[src/rtl/pipe_sched.sv]
// Pipeline scheduler for the 5-stage core: decides PC / step-1/2 register loads
// and bubble injection, sequencing load-use stalls, taken-branch flushes and
// end-of-program drain followed by halt.
// Ports:
//   clk, reset_n              clock, synchronous active-low reset
//   pc_out                    current PC
//   id_rs1/id_rs2, id_uses_*  step-2 source registers and their use flags
//   ex_is_load, ex_rd         step-3 load flag and destination register
//   is_branch_step_4          taken branch resolved in step 4 this cycle
//   is_load_PC                PC register enable (combinational)
//   is_load_for_launch_1_2    step-1/2 register enable (combinational)
//   nop_step_2, nop_step_3    bubble injection (combinational)
//   halted                    program finished, pipeline empty (registered)
//   stall_cnt, flush_cnt      saturating performance counters (registered)
module pipe_sched #(
  parameter int unsigned WIDTH               = 32,
  parameter int unsigned INSTRACTION_NUMBERS = 16,
  parameter int unsigned BRANCH_BUBBLES      = 2,
  parameter int unsigned PIPE_DEPTH          = 5
) (
  input  logic             clk,
  input  logic             reset_n,
  input  logic [WIDTH-1:0] pc_out,
  input  logic [4:0]       id_rs1,
  input  logic [4:0]       id_rs2,
  input  logic             id_uses_rs1,
  input  logic             id_uses_rs2,
  input  logic             ex_is_load,
  input  logic [4:0]       ex_rd,
  input  logic             is_branch_step_4,
  output logic             is_load_PC,
  output logic             is_load_for_launch_1_2,
  output logic             nop_step_2,
  output logic             nop_step_3,
  output logic             halted,
  output logic [15:0]      stall_cnt,
  output logic [15:0]      flush_cnt
);

  localparam int unsigned CNT_W = 3;
  localparam int unsigned CTR_W = 16;

  // cnt holds the number of sequence cycles still to come after the current
  // one, so the resolve / detection cycle counts as the first bubble.
  localparam logic [CNT_W-1:0] FLUSH_LOAD =
    CNT_W'((BRANCH_BUBBLES > 1) ? (BRANCH_BUBBLES - 2) : 0);
  localparam logic [CNT_W-1:0] DRAIN_LOAD =
    CNT_W'((PIPE_DEPTH > 2) ? (PIPE_DEPTH - 3) : 0);
  localparam logic [CTR_W-1:0] CTR_MAX = '1;

  typedef enum logic [1:0] {S_RUN, S_FLUSH, S_DRAIN, S_HALT} state_t;

  state_t           state;
  logic [CNT_W-1:0] cnt;
  logic             hazard;
  logic             prog_end;
  logic             take_branch;
  logic             take_stall;

  // Hazard / end detection and zero-latency control outputs.
  always_comb begin
    hazard   = ex_is_load && (ex_rd != 5'd0) &&
               ((id_uses_rs1 && (id_rs1 == ex_rd)) ||
                (id_uses_rs2 && (id_rs2 == ex_rd)));
    prog_end = (pc_out >= WIDTH'(INSTRACTION_NUMBERS));

    take_branch            = 1'b0;
    take_stall             = 1'b0;
    is_load_PC             = 1'b0;
    is_load_for_launch_1_2 = 1'b0;
    nop_step_2             = 1'b1;
    nop_step_3             = 1'b0;

    if (reset_n) begin
      case (state)
        S_RUN: begin
          if (is_branch_step_4) begin
            is_load_PC  = 1'b1;
            take_branch = 1'b1;
          end else if (hazard) begin
            nop_step_2 = 1'b0;
            nop_step_3 = 1'b1;
            take_stall = 1'b1;
          end else if (!prog_end) begin
            is_load_PC             = 1'b1;
            is_load_for_launch_1_2 = 1'b1;
            nop_step_2             = 1'b0;
          end
        end
        S_FLUSH: is_load_PC = 1'b1;
        S_DRAIN: begin
          // An older in-flight branch hands control back to the program.
          if (is_branch_step_4) begin
            is_load_PC  = 1'b1;
            take_branch = 1'b1;
          end
        end
        default: ;
      endcase
    end
  end

  // State, shared sequence counter, halt flag and saturating counters.
  always_ff @(posedge clk) begin
    if (!reset_n) begin
      state     <= S_RUN;
      cnt       <= '0;
      halted    <= 1'b0;
      stall_cnt <= '0;
      flush_cnt <= '0;
    end else begin
      if (take_stall && (stall_cnt != CTR_MAX)) stall_cnt <= stall_cnt + CTR_W'(1);
      if (take_branch && (flush_cnt != CTR_MAX)) flush_cnt <= flush_cnt + CTR_W'(1);

      case (state)
        S_RUN: begin
          if (take_branch) begin
            if (BRANCH_BUBBLES > 1) begin
              state <= S_FLUSH;
              cnt   <= FLUSH_LOAD;
            end
          end else if (!hazard && prog_end) begin
            state <= S_DRAIN;
            cnt   <= DRAIN_LOAD;
          end
        end
        S_FLUSH: begin
          if (cnt == '0) state <= S_RUN;
          else           cnt   <= cnt - CNT_W'(1);
        end
        S_DRAIN: begin
          if (take_branch) begin
            if (BRANCH_BUBBLES > 1) begin
              state <= S_FLUSH;
              cnt   <= FLUSH_LOAD;
            end else begin
              state <= S_RUN;
            end
          end else if (cnt == '0) begin
            state  <= S_HALT;
            halted <= 1'b1;
          end else begin
            cnt <= cnt - CNT_W'(1);
          end
        end
        default: ;
      endcase
    end
  end

endmodule

[config.mk]
export PLATFORM = sky130hd
export DESIGN_NAME = pipe_sched
export DESIGN_NICKNAME = d
export VERILOG_FILES = /design/src/rtl/pipe_sched.sv
export SDC_FILE = /design/constraint.sdc
export NUM_CORES = 1
export LEC_CHECK = 0
export CAP_MARGIN = 10
export CORE_AREA = 2 2 83 77
export CTS_CLUSTER_SIZE = 28
export DETAILED_ROUTE_END_ITERATION = 10
export DIE_AREA = 0 0 85 79
export PLACE_DENSITY = 0.75
export SLEW_MARGIN = 15
export SYNTH_ARGS = -nofsm -noshare
export SYNTH_HDL_FRONTEND = slang
export SYNTH_SLANG_ARGS = --single-unit
[constraint.sdc]
create_clock -name clk -period 2.2 [get_ports clk]
set_clock_uncertainty 0.2 [all_clocks]
set_input_delay 0.33 -clock clk [delete_from_list [all_inputs] [get_ports clk]]
set_output_delay 0.33 -clock clk [all_outputs]
set_load 0.02 [all_outputs]
==> key figures <==
Status
  • Violated checks: setup timing
  • Status: complete, but fails checks

Yosys
  • Gate Count Post-Synth: approximately 270
  • Synth Area in Adders: under 10%
  • Avg Inst Size Synth: roughly 8 um2
  • Main synth FF type: dfxtp_1
  • Mux cell area share after synthesis: 2.26%
  • Cell variety after synth: 48
  • Post-Syn Nets: roughly 340
  • Main combinational cell family by area after synthesis: simple AND/OR/NAND/NOR gates
  • Simple-Gate Fraction of Synth Area: ~30%
  • Async SR Flop Fraction: 0%
  • Compound-cell area share of the yosys netlist: around 17%
  • Post-synthesis cell area: around 2200 um2
  • Xor/xnor share of the synthesized area: about 8.3%
  • Seq/Total Area, Yosys: about 34%
  • Post-synth EDFFs: 0
  • Flop and latch count out of synthesis: 38
  • Synth warnings: 0

Power and ir drop
  • Maximum vdd drop: about 400 uV
  • Register share of total power: between 30% and 40%
  • Pint: approximately 1.4 mW
  • Switching share of power: between 30% and 40%
  • PwrDens: about 540 nW/um2
  • Clock power frac: about 25%
  • Power Total: a little over 2 mW
  • LEAKAGE: about 1.5 nW
  • Switching Power: about 0.66 mW
  • Comb pwr share: between 30% and 40%

Global route
  • Gr ovfl total: 0
  • Initial antenna violation count: 0
  • Global-route wire length before repair: approximately 11000 um
  • Largest net degree at the start of global routing: 29
  • Gr usage total: 19.7%
  • Via count of the first global-routing pass: roughly 2400

Worst setup path
  • CP required: ~1.7 ns
  • Crit Path Max Fanout: 2
  • CP top delay family: compound AO/OA/AOI/OAI gates
  • Critical path type: input pin to primary output
  • CP Cell Sequence: buf_6, or4_4, o21a_4, a21boi_4, o21ai_2, a211oi_2, buf_4
  • CP arrival: ~1.8 ns
  • Buf+Inv Stages, Crit Path: 2
  • Critical Path Source Type: input pin
  • Slowest-stage cell, CP: or4_4
  • CP peak stage delay: approximately 0.52 ns
  • CP Capture Type: primary output

Cells and area
  • Antenna cells: 0
  • Area Overhead vs Synth: 70.2%
  • Nets: 469
  • Share of layout cells above drive strength 1: about 29%
  • Post-Layout Inst Area: between 3000 and 4000 um2
  • FILL cells: 500

Detailed routing
  • Initial DRC count: 130
  • Post-DRT Antenna Nets: 0
  • DR WL/cell: about 14 um
  • Vias/cell: 5.36
  • Post-Route WL: between 6000 and 7000 um
  • DR pass1 iterations: 4
  • Vias: approximately 2600
  • Post-route DRC violation count: 0

Placement
  • Place WS: -1.05 ns
  • Port bufs: 85
  • Hpwl dp: 4900 um
  • Placed cell area: ~3500 um2
  • Gpl congestion: ~0.82

CTS
  • Clk_lat worst skew: a little under 0.3 ns
  • Cts hold-fix bufs: 0
  • Clk slew on worst S/H paths: roughly 0.070 ns
  • Clock Tree Buf Depth: 2
  • Clk sink count: 38
  • H-tree lvl count: 2
  • Num CTS Buffers: 5
  • CTS tree: built
  • Root Buffer: clkbuf_8

STA
  • Min cycle time layout: roughly 2.3 ns
  • Fin Setup TNS: -0.174 ns
  • Final worst slack: -0.100 ns
  • Hold Slack: between 0.2 and 0.3 ns
  • Final period util: 105%
  • Final hold violations: 0
  • Final max-slew violation count: 0
  • # setup viols final: 2
  • RSZ-0062 raised after global routing: true
  • Max-slew headroom: 71.8%
  • Slew @ Worst Pin: ~0.42 ns
  • Peak Freq: 435 MHz

Floorplanning
  • Chip Width: about 85 um
  • Top Ports: 90
  • Placement Rows: 27
  • Die Ht: around 79 um
  • Starting Density: between 30 and 40%
  • Die area: roughly 6700 um2
  • Core ar.: between 5000 and 6000 um2

Job
  • Max-cap violations: 0

Worst hold path
  • Worst hold path type: flip-flop to flip-flop
## cells in the mapped netlist, types with 2 or more instances
| cell | count | share of area, % |
|---|---|---|
| and4_1 | 3 | 1.2 |
| nand4_1 | 6 | 1.7 |
| or3_1 | 4 | 1.1 |
| o41ai_1 | 4 | 1.6 |
| nor3_1 | 4 | 0.90 |
| o21bai_1 | 4 | 1.4 |
| buf_2 | 2 | 0.45 |
| o211ai_1 | 3 | 1.0 |
| or4_1 | 2 | 0.68 |
| xor2_1 | 8 | 3.2 |
| ha_1 | 8 | 4.5 |
| inv_1 | 9 | 1.5 |
| nor2b_1 | 2 | 0.57 |
| o21ai_0 | 11 | 2.5 |
| o311ai_0 | 4 | 1.6 |
| mux2i_1 | 5 | 2.3 |
| nand2_1 | 29 | 4.9 |
| nand2b_1 | 8 | 2.3 |
| a211o_2 | 2 | 0.90 |
| nor2_1 | 26 | 4.4 |
| clkbuf_1 | 5 | 0.85 |
| nor4_1 | 13 | 3.7 |
| a21oi_1 | 9 | 2.0 |
| dfxtp_1 | 38 | 34 |
| a31oi_1 | 2 | 0.57 |
| xnor2_1 | 13 | 5.1 |
| and2_1 | 4 | 1.1 |
| and3_1 | 4 | 1.1 |
| nand3_1 | 23 | 5.2 |
## timing repair
item / CTS / global route
buffers inserted: 2 / 6
endpoints found under the setup margin: 23 / 25
pin swaps: 26 / 27
resized for setup: 90 / 68
## cell families after synthesis
group / Yosys count
and+or+nand+nor: 132
AOI/OAI and AO/OA: 53
DFF: 38
xor gates and xnor gates: 21
buffers and inverters: 17
adders and majority gates: 8
muxes: 5
## registers in the layout, indices dropped and copies added, names as in the netlist
signal and flops:
cnt 3, flush_cnt 16, halted 1, stall_cnt 16, state 2
## cell usage in the layout, fill, tap and decap left out, types with 3 or more instances in the layout
cell type,instances
ha_1,6
o21ai_0,10
o41ai_1,4
nor4_2,8
xor2_1,8
nand3_1,22
clkbuf_8,6
and4_1,3
dfxtp_1,35
nor2_1,25
clkbuf_2,13
and2_1,4
o21bai_1,4
clkdlybuf4s15_1,9
mux2i_1,5
nor3_1,4
xnor2_1,10
dlygate4sd2_1,17
nand2b_1,8
nand4_1,6
clkdlybuf4s50_1,38
o211ai_1,3
nand2_1,29
a21oi_1,7
buf_6,6
buf_4,47
xnor2_2,3
or3_1,3
inv_1,9
nor4_4,4
and3_1,3
dfxtp_2,3
## stage by stage
stage	util [%]	instances
floorplan	-	274
global placement	58.7	466
detailed placement	58.7	466
CTS	60.6	475
global route	63.7	481
finish	63.7	481
## tightest hold or removal path, stage by stage, from the launching register on
cell and delay [ns]:
dfxtp_1 0.34, a31oi_1 0.04, nor2_1 0.07
## final cells by class
type / count / area [um2] / area share, %
multi-input cells: 219 / 1620 / 43.0
repair buffers: 134 / 1160 / 30.9
flip-flops and latches: 38 / 764 / 20.3
well taps: 72 / 90.1 / 2.39
clock buffers: 7 / 86.3 / 2.29
inverters: 10 / 37.5 / 0.996
clock inverters: 1 / 5.00 / 0.133
## power groups by stage
stage	sequential, mW	combinational (mW)	clock [mW]
final	0.757	0.775	0.498
after global routing	0.762	0.848	0.540
after CTS	0.755	0.722	0.517
after detailed placement	0.771	0.732	0
after global placement	0.769	0.711	0
after floorplan	0.788	0.411	0
## routing by layer
layer,up-vias,global-route usage (%),wire (um)
met1,1196,23.3,2920
met5,-,0,0
met2,105,34.1,3250
met4,0,6.83,107
met3,7,5.72,602
li1,1270,-,-
## worst paths after layout
path | from | endpoint | slack, ns | cells past startpoint
worst max-delay path | ex_rd[3] | is_load_PC | -0.10 | 7
worst min-delay path | halted$_SDFFE_PN0P_ | halted$_SDFFE_PN0P_ | 0.29 | 2
worst max register to register | stall_cnt[0]$_SDFFE_PN0P_ | stall_cnt[4]$_SDFFE_PN0P_ | 0.05 | 8
worst min register to register | halted$_SDFFE_PN0P_ | halted$_SDFFE_PN0P_ | 0.29 | 2
(Power assumes the default switching activity.)
